## src/rtl/river_move_sequencer.sv

```systemverilog
// Replays a stored program of river-crossing boat moves as one-hot w/g/c selects and tracks shadow banks.
// Optional build macro AUTO_SOLVE_EN preloads the canonical seven-move solution at reset.
module river_move_sequencer #(
   parameter int MAX_MOVES = 8,
   parameter int PTR_W     = 3
) (
   input  logic             clk,
   input  logic             rst_n,
   input  logic             load_en,
   input  logic [PTR_W-1:0] load_addr,
   input  logic [1:0]       load_data,
   input  logic [PTR_W:0]   num_moves,
   input  logic             start,
   output logic             w,
   output logic             g,
   output logic             c,
   output logic             bank_w,
   output logic             bank_g,
   output logic             bank_c,
   output logic             bank_p,
   output logic [PTR_W:0]   move_idx,
   output logic             busy,
   output logic             done,
   output logic             error,
   output logic [1:0]       err_code
);

   typedef enum logic [1:0] {ST_IDLE, ST_RUN, ST_DONE, ST_FAIL} state_t;

   localparam logic [PTR_W:0] MAX_CNT = (PTR_W+1)'(MAX_MOVES);

   generate
      if (MAX_MOVES < 1) begin : g_depth_check
         $error("MAX_MOVES must be at least 1");
      end
`ifdef AUTO_SOLVE_EN
      if (MAX_MOVES < 7) begin : g_auto_check
         $error("AUTO_SOLVE_EN needs MAX_MOVES >= 7");
      end
`endif
   endgenerate

   // Program slot contents after reset: canonical solution or all person-alone.
   function automatic logic [1:0] reset_code(input int slot);
`ifdef AUTO_SOLVE_EN
      case (slot)
         32'sd0:  reset_code = 2'd2;
         32'sd1:  reset_code = 2'd0;
         32'sd2:  reset_code = 2'd1;
         32'sd3:  reset_code = 2'd2;
         32'sd4:  reset_code = 2'd3;
         32'sd5:  reset_code = 2'd0;
         32'sd6:  reset_code = 2'd2;
         default: reset_code = 2'd0;
      endcase
`else
      reset_code = (slot >= 32'sd0) ? 2'd0 : 2'd0;
`endif
   endfunction

   state_t           state_r, state_s;
   logic [1:0]       prog_r [MAX_MOVES];
   logic [3:0]       banks_r, banks_s;     // {w, g, c, p}
   logic [PTR_W:0]   idx_r, idx_s;
   logic [PTR_W:0]   count_r, count_s;
   logic [1:0]       err_r, err_s;
   logic [2:0]       sel_s;                // {w, g, c}
   logic [1:0]       code_s;
   logic [3:0]       moved_s;
   logic             illegal_s;
   logic             unsafe_s;
   logic             idle_like_s;

   assign idle_like_s = (state_r != ST_RUN);

   // Decode the current program slot into a one-hot item select while replaying.
   always_comb begin
      code_s = 2'd0;
      sel_s  = 3'b000;
      if (state_r == ST_RUN) begin
         code_s = prog_r[idx_r[PTR_W-1:0]];
         case (code_s)
            2'd1:    sel_s = 3'b100;
            2'd2:    sel_s = 3'b010;
            2'd3:    sel_s = 3'b001;
            default: sel_s = 3'b000;
         endcase
      end else begin
         code_s = 2'd0;
         sel_s  = 3'b000;
      end
   end

   // Next-state, bank update and error classification.
   always_comb begin
      state_s   = state_r;
      banks_s   = banks_r;
      idx_s     = idx_r;
      count_s   = count_r;
      err_s     = err_r;
      moved_s   = 4'b0000;
      illegal_s = 1'b0;
      unsafe_s  = 1'b0;
      case (state_r)
         ST_RUN: begin
            // An item crosses only when it stands on the person's side.
            moved_s   = {sel_s[2] & (banks_r[3] == banks_r[0]),
                         sel_s[1] & (banks_r[2] == banks_r[0]),
                         sel_s[0] & (banks_r[1] == banks_r[0]),
                         1'b1};
            illegal_s = (sel_s[2] & (banks_r[3] != banks_r[0])) |
                        (sel_s[1] & (banks_r[2] != banks_r[0])) |
                        (sel_s[0] & (banks_r[1] != banks_r[0]));
            banks_s   = banks_r ^ moved_s;
            unsafe_s  = ((banks_s[3] == banks_s[2]) && (banks_s[2] != banks_s[0])) ||
                        ((banks_s[2] == banks_s[1]) && (banks_s[2] != banks_s[0]));
            idx_s     = idx_r + (PTR_W+1)'(1);
            if (illegal_s) begin
               state_s = ST_FAIL;
               err_s   = 2'd1;
            end else if (unsafe_s) begin
               state_s = ST_FAIL;
               err_s   = 2'd2;
            end else if (idx_s == count_r) begin
               if (banks_s == 4'b1111) begin
                  state_s = ST_DONE;
                  err_s   = 2'd0;
               end else begin
                  state_s = ST_FAIL;
                  err_s   = 2'd3;
               end
            end else begin
               state_s = ST_RUN;
            end
         end
         ST_IDLE, ST_DONE, ST_FAIL: begin
            if (start) begin
               banks_s = 4'b0000;
               idx_s   = '0;
               count_s = (num_moves > MAX_CNT) ? MAX_CNT : num_moves;
               if (count_s == '0) begin
                  state_s = ST_FAIL;
                  err_s   = 2'd3;
               end else begin
                  state_s = ST_RUN;
                  err_s   = 2'd0;
               end
            end else begin
               state_s = state_r;
            end
         end
         default: begin
            state_s = ST_IDLE;
            err_s   = 2'd0;
         end
      endcase
   end

   // Sequencer state, shadow banks and counters.
   always_ff @(posedge clk or negedge rst_n) begin
      if (!rst_n) begin
         state_r <= ST_IDLE;
         banks_r <= 4'b0000;
         idx_r   <= '0;
         count_r <= '0;
         err_r   <= 2'd0;
      end else begin
         state_r <= state_s;
         banks_r <= banks_s;
         idx_r   <= idx_s;
         count_r <= count_s;
         err_r   <= err_s;
      end
   end

   // Program memory; writes are locked out while a replay is running.
   always_ff @(posedge clk or negedge rst_n) begin
      if (!rst_n) begin
         for (int i = 0; i < MAX_MOVES; i++) begin
            prog_r[i] <= reset_code(i);
         end
      end else if (load_en && idle_like_s) begin
         prog_r[load_addr] <= load_data;
      end else begin
         prog_r <= prog_r;
      end
   end

   assign {w, g, c}                       = sel_s;
   assign {bank_w, bank_g, bank_c, bank_p} = banks_r;
   assign move_idx                        = idx_r;
   assign busy                            = (state_r == ST_RUN);
   assign done                            = (state_r == ST_DONE);
   assign error                           = (state_r == ST_FAIL);
   assign err_code                        = err_r;

endmodule

```

## config.mk

```make
export PLATFORM = sky130hd
export DESIGN_NAME = river_move_sequencer
export DESIGN_NICKNAME = d
export VERILOG_FILES = /design/src/rtl/river_move_sequencer.sv
export SDC_FILE = /design/constraint.sdc
export NUM_CORES = 1
export LEC_CHECK = 0
export CAP_MARGIN = 5
export CORE_AREA = 2 2 77 79
export CTS_BUF_LIST = sky130_fd_sc_hd__clkbuf_4 sky130_fd_sc_hd__clkbuf_8
export DETAILED_ROUTE_END_ITERATION = 16
export DIE_AREA = 0 0 79 81
export PLACE_DENSITY = 0.67
export SLEW_MARGIN = 5
export SYNTH_ARGS = -nofsm -noshare
export SYNTH_HDL_FRONTEND = slang
export SYNTH_SLANG_ARGS = --single-unit
```

## constraint.sdc

```tcl
create_clock -name clk -period 3.5 [get_ports clk]
set_clock_uncertainty 0.2 [all_clocks]
set_input_delay 0.7 -clock clk [delete_from_list [all_inputs] [get_ports clk]]
set_output_delay 0.7 -clock clk [all_outputs]
set_load 0.02 [all_outputs]
```

==> impl_metrics.ini, run 1 <==
[clock_tree]
clkSinkCount = 32
numCtsBuffers = 5
clock_latency_ns = 0.28
cts_buffer_depth = 2
ctsHoldBuffers = 0
h-tree-depth = 2
cts_root_buf = clkbuf_8
cts_tree = built
clk_pin_slew_ns = 0.07

[pwr]
ir_drop_v = 0.0006035
p_per_area_mw_per_mm2 = 1008
p_comb_frac = 0.596
power_frac_clock = 0.127
internal-power_mw = 1.481
p_seq_frac = 0.277
p_leak_nw = 1.072
p_switching_mw = 1.009
netSwitchingFraction = 0.4053

[synth]
syn_nets = 193
syn_area_per_cell_um2 = 10.54
synth-edff-count = 0
yosysUniqueCellTypes = 50
ys.flop_type = dfrtp_1
yosys_warnings = 0
ys_ff_latch = 32
synth-seq-area-share = 0.4267
synth_area_mm2 = 0.001877
syn_inst = 178
synthArstFlopShare = 1.000

[routing]
first_iter_violations = 66
ant_nets = 0
vias = 1479
drt-total-wl_um = 4129
vias_per_cell = 4.980
drc = 0
drtPass1Iterations = 4
wl_per_cell_um = 13.90

[layout]
drive_gt1_frac = 0.2387
syn_to_final_growth_pct = 31.67
num-nets-final = 236
antenna_cells = 0

[floorplanning]
dieArea_mm2 = 0.006399
row_count = 28
ioPinCount = 29
die_h_um = 81
core_area_mm2 = 0.005675
die_w_um = 79
initial_core_util = 0.3307

[global_routing]
grt_pass1_wl_um = 7086
grt-ovfl-total = 0
grt_pass1_vias = 1456
grt_use_total = 0.1420
antenna_found_initial = 0
grt_max_degree = 33

[timing]
setup_violations = 0
drv_slew = 0
rsz0062_at_grt = no
tns_ns = 0
hold_viol_final = 0
worstMarginPinSlew_ns = 0.6782
clock.fmax_ghz = 0.3096
relSlewSlack = 0.5437
fin_crit_ns = 3.229
finalCritPeriodShare = 0.9227
holdWs_ns = 0.3055

[critical_path]
critical_path_cell_count = 10
path_cells = mux2i_1, mux4_2, nand3_1, mux2i_1, ha_1, nor2b_1, o31ai_4, a21oi_2, a2111oi_2, a221o_1
crit_path_start_kind = flip-flop
rr_startpoint = move_idx[1]$_DFFE_PN0P_
critical_path_class = reg -> reg
crit_path_end_kind = flip-flop
critPathMaxStageDelay_ns = 0.54
worstReg2RegEnd = err_code[0]$_DFFE_PN0P_
worstPathBufferInverterCount = 0
reg2regPathDepth = 10
required_ns = 3.52
arrival_ns = 3.25
cp_common_cell = mux2i_1
crit_family = compound AO/OA/AOI/OAI gates
r2r_slack_ns = 0.27
critPathSlowestCell = mux4_2
crit_fanout = 7

[hold_path]
hold_path_end = prog_r[15]$_DFFE_PN0P_
whs_path_depth = 1
min-delay-start = prog_r[15]$_DFFE_PN0P_
hold_class = reg -> reg

[placement]
hpwlAfterDp_um = 3101
routabilityCongestion = 0.8437
port_buffers = 28

[run]
max_cap_viol_count = 0

[outcome]
status = finished clean
-- layout by cell type, fill, tap and decap left out, types with 3 or more instances in the layout --
| master | Yosys | routed |
|---|---|---|
| dfrtp_1 | 32 | 29 |
| mux2_2 | 19 | 19 |
| nand3_1 | 4 | 4 |
| nor2_1 | 7 | 7 |
| nand2_1 | 18 | 18 |
| dfrtp_2 | 0 | 3 |
| nor2b_1 | 6 | 6 |
| clkdlybuf4s50_1 | 0 | 27 |
| nand2b_1 | 6 | 6 |
| mux2i_1 | 8 | 8 |
| xor2_1 | 3 | 3 |
| inv_1 | 7 | 7 |
| buf_4 | 2 | 14 |
| a21o_1 | 3 | 3 |
| o21ai_0 | 9 | 9 |
| clkbuf_8 | 0 | 7 |
| xnor2_1 | 4 | 4 |
| nand3b_1 | 3 | 3 |
-- cells by family after synthesis --
logic type,after synthesis,synth area share
compound gates,36,0.1540
xor+xnor,7,0.03267
fa+ha+maj,2,0.01333
buf+inv,14,0.03666
flops,32,0.4267
mux,29,0.1767
simple gates,58,0.1600
-- Yosys cell counts (2+ instances only) --
library cell,instances,area [um2]
o21ai_0,9,45.04
a21o_1,3,22.52
o21bai_1,2,15.01
nand3b_1,3,22.52
nand3_1,4,20.02
a21oi_1,2,10.01
xor2_1,3,26.28
buf_4,2,15.01
nor3_1,2,10.01
o2111ai_1,2,17.52
nor3b_1,2,15.01
and3_1,2,12.51
mux2i_1,8,80.08
clkbuf_1,3,11.26
nand2b_1,6,37.54
nor2b_1,6,37.54
xnor2_1,4,35.03
dfrtp_1,32,800.8
nor4_1,2,12.51
inv_1,7,26.28
a211oi_1,2,15.01
nor2_1,7,26.28
nand2_1,18,67.56
mux2_2,19,214.0
ha_1,2,25.02
a22o_1,2,17.52
-- layer usage --
layer / GRT usage / routed length [um] / up-vias / part of all wire
li1: - / - / 731 / -
met1: 0.1809 / 1881 / 710 / 0.46
met2: 0.2364 / 2008 / 33 / 0.49
met3: 0.03778 / 202 / 5 / 0.049
met4: 0.04483 / 37 / 0 / 0.0090
met5: 0 / 0 / - / 0
-- repair_timing --
item                                    CTS  global route
endpoints found under the setup margin    0             2
gates resized for setup                   0             7
buffers inserted                          0             7
-- power by group through the flow --
stage                     Combinational [mW]  Clock [mW]  Sequential, mW
after global routing                    1.61       0.347           0.719
after global placement                  1.31           0           0.703
after floorplan                        0.947           0           0.673
after detailed placement                1.33           0           0.707
final                                   1.48       0.316           0.691
after CTS                               1.34       0.326           0.700
-- per-stage QoR --
step / power (mW) / cell area [um2] / utilization / worst slack [ns] / std cells
detailed placement: 2.036 / 2286 / 0.4028 / 0.1108 / 282
CTS: 2.361 / 2390 / 0.4211 / 0.08261 / 290
global route: 2.678 / 2471 / 0.4354 / 0.05188 / 297
global placement: 2.012 / 2286 / 0.4028 / 0.2393 / 282
finish: 2.491 / 2471 / 0.4354 / 0.2705 / 297
floorplan: 1.620 / 1897 / - / 0.04193 / 178
-- worst max path at each step --
stage,startpoint,to,slack (ns)
2_1_floorplan,move_idx[0]$_DFFE_PN0P_,err_code[0]$_DFFE_PN0P_,0.04
3_3_place_gp,move_idx[1]$_DFFE_PN0P_,err_code[0]$_DFFE_PN0P_,0.24
3_5_place_dp,move_idx[1]$_DFFE_PN0P_,err_code[0]$_DFFE_PN0P_,0.11
4_1_cts,move_idx[1]$_DFFE_PN0P_,c,0.08
5_1_grt,move_idx[0]$_DFFE_PN0P_,err_code[0]$_DFFE_PN0P_,0.05
6_report,move_idx[1]$_DFFE_PN0P_,err_code[0]$_DFFE_PN0P_,0.27
-- worst register-to-register path, delay by kind of cell (launching register included) --
family          cells  cell delay [ns]
mux                 3             0.91
fa+ha+maj           1             0.30
flops               1             0.46
simple gates        2             0.32
compound gates      4             0.97
-- layout make-up --
| cell class | instances | area [um2] |
|---|---|---|
| Sequential cell | 32 | 804.5 |
| Tap cell | 75 | 93.84 |
| Fill cell | 560 | 3204 |
| Multi-Input combinational cell | 132 | 1042 |
| Inverter | 7 | 26.28 |
| Timing Repair Buffer | 43 | 400.4 |
| Clock buffer | 8 | 103.9 |
-- registers in the layout, summed over array words and instances, names as in the netlist --
signal / flops
banks_r: 4
count_r: 4
err_code: 2
move_idx: 4
prog_r: 16
state_r: 2
No activity file was read; power rests on OpenSTA's default activity.
==> run 2: changes to the inputs <==
--- a/config.mk
+++ b/config.mk
@@ -11,6 +11,7 @@
 export DETAILED_ROUTE_END_ITERATION = 16
 export DIE_AREA = 0 0 79 81
 export PLACE_DENSITY = 0.67
+export RECOVER_POWER = 50
 export SLEW_MARGIN = 5
 export SYNTH_ARGS = -nofsm -noshare
 export SYNTH_HDL_FRONTEND = slang
==> impl_metrics.ini, run 2 (synthesis results as in run 1) <==
[layout]
syn_to_final_growth_pct = 31.47
regMostFlops = prog_r
finalNonFillerCells = 297
mostFrequentLayoutCell = dfrtp_1
drive_gt1_frac = 0.2342
mostFrequentLayoutCells = dfrtp_1, clkdlybuf4s50_1, mux2_2, nand2_1, buf_4
antenna_cells = 0
num-nets-final = 236
largest_reg_flops = 16

[timing]
drv_slew = 33
relSlewSlack = -0.1168
rsz0062_at_grt = no
worstMarginPinSlew_ns = 1.675
tns_ns = 0
clock.fmax_ghz = 0.3096
finalCritPeriodShare = 0.9227
holdWs_ns = 0.3055
fin_crit_ns = 3.229
hold_viol_final = 0
setup_violations = 0

[global_routing]
grt_use_total = 0.1420
grt-ovfl-total = 0
antenna_found_initial = 0
grt_pass1_wl_um = 7086
grt_max_degree = 33
grt_pass1_vias = 1456

[floorplanning]
core_area_mm2 = 0.005675
dieArea_mm2 = 0.006399
initial_core_util = 0.3307
ioPinCount = 29
die_w_um = 79
row_count = 28
die_h_um = 81

[clock_tree]
h-tree-depth = 2
clkSinkCount = 32
cts_tree = built
clock_latency_ns = 0.28
numCtsBuffers = 5
clk_pin_slew_ns = 0.07
cts_buffer_depth = 2
ctsHoldBuffers = 0
cts_root_buf = clkbuf_8

[routing]
drt-total-wl_um = 4125
first_iter_violations = 66
wl_per_cell_um = 13.89
vias = 1478
drtPass1Iterations = 4
ant_nets = 0
drc = 0
vias_per_cell = 4.976

[critical_path]
rr_startpoint = move_idx[1]$_DFFE_PN0P_
crit_path_start = move_idx[1]$_DFFE_PN0P_
crit_path_start_kind = flip-flop
crit_path_end_kind = flip-flop
r2r_slack_ns = 0.27
arrival_ns = 3.25
crit_fanout = 7
required_ns = 3.52
critical_path_class = reg -> reg

[outcome]
status = finished with violations
violations = capacitance limit, slew limit

[placement]
port_buffers = 28
dp_cells = 282
routabilityCongestion = 0.8437
hpwlAfterDp_um = 3101

[hold_path]
hold_class = reg -> reg
min-delay-start = prog_r[15]$_DFFE_PN0P_

[pwr]
p_per_area_mw_per_mm2 = 1009
ir_drop_v = 0.0006035
p_leak_nw = 1.069

[run]
max_cap_viol_count = 1
[run 2: changes by cell type in the layout (fill, tap and decap cells not counted), sizes merged]
| cell | previous run | this run |
|---|---|---|
| buf | 14 | 13 |
| clkbuf | 8 | 9 |
| clkdlybuf4s50 | 27 | 25 |
| dlygate4sd3 | 0 | 2 |
[run 2: repair_timing]
action | in CTS | in global routing
setup buffers | 0 | 7
setup endpoints to repair | 0 | 2
gates resized for setup | 0 | 7
[run 2: worst paths after layout]
path | to | depth (start not counted)
max | err_code[0]$_DFFE_PN0P_ | 10
min | prog_r[15]$_DFFE_PN0P_ | 1
max reg2reg | err_code[0]$_DFFE_PN0P_ | 10
min reg2reg | prog_r[15]$_DFFE_PN0P_ | 1
max in group asynchronous | move_idx[2]$_DFFE_PN0P_ | 2
min in group asynchronous | banks_r[2]$_DFFE_PN0P_ | 2
[run 2: power by group]
part,internal (mW),switching (mW),total [mW]
Combinational,0.753,0.730,1.48
Sequential,0.540,0.150,0.691
Clock,0.187,0.129,0.316
Total,1.48,1.01,2.49
[run 2: layout make-up]
class	count	area, um2
inverters	7	26.28
fillers	559	3208
multi-input cells	132	1042
clock buffers	8	103.9
repair buffers	43	396.6
flip-flops and latches	32	804.5
well taps	75	93.84
[run 2: routing by layer]
metal | wire length [um] | vias to the layer above | GRT usage
met5 | 0 | - | 0
met4 | 37 | 0 | 0.04483
met3 | 202 | 5 | 0.03778
met2 | 2006 | 33 | 0.2364
met1 | 1879 | 709 | 0.1809
li1 | - | 731 | -
[run 2: per-stage QoR]
stage            util  worst slack, ns  total power [mW]  cell area [um2]
2_1_floorplan       -          0.04193             1.620             1897
3_3_place_gp   0.4028           0.2393             2.012             2286
3_5_place_dp   0.4028           0.1108             2.036             2286
4_1_cts        0.4211          0.08261             2.361             2390
5_1_grt        0.4347          0.05188             2.677             2467
6_report       0.4347           0.2705             2.490             2467
[run 2: critical path, stage by stage, from the launching register on]
cell and delay (ns):
dfrtp_2 0.46, mux2i_1 0.13, mux4_2 0.54, nand3_1 0.15, mux2i_1 0.24, ha_1 0.30
nor2b_1 0.17, o31ai_4 0.31, a21oi_2 0.13, a2111oi_2 0.38, a221o_1 0.15
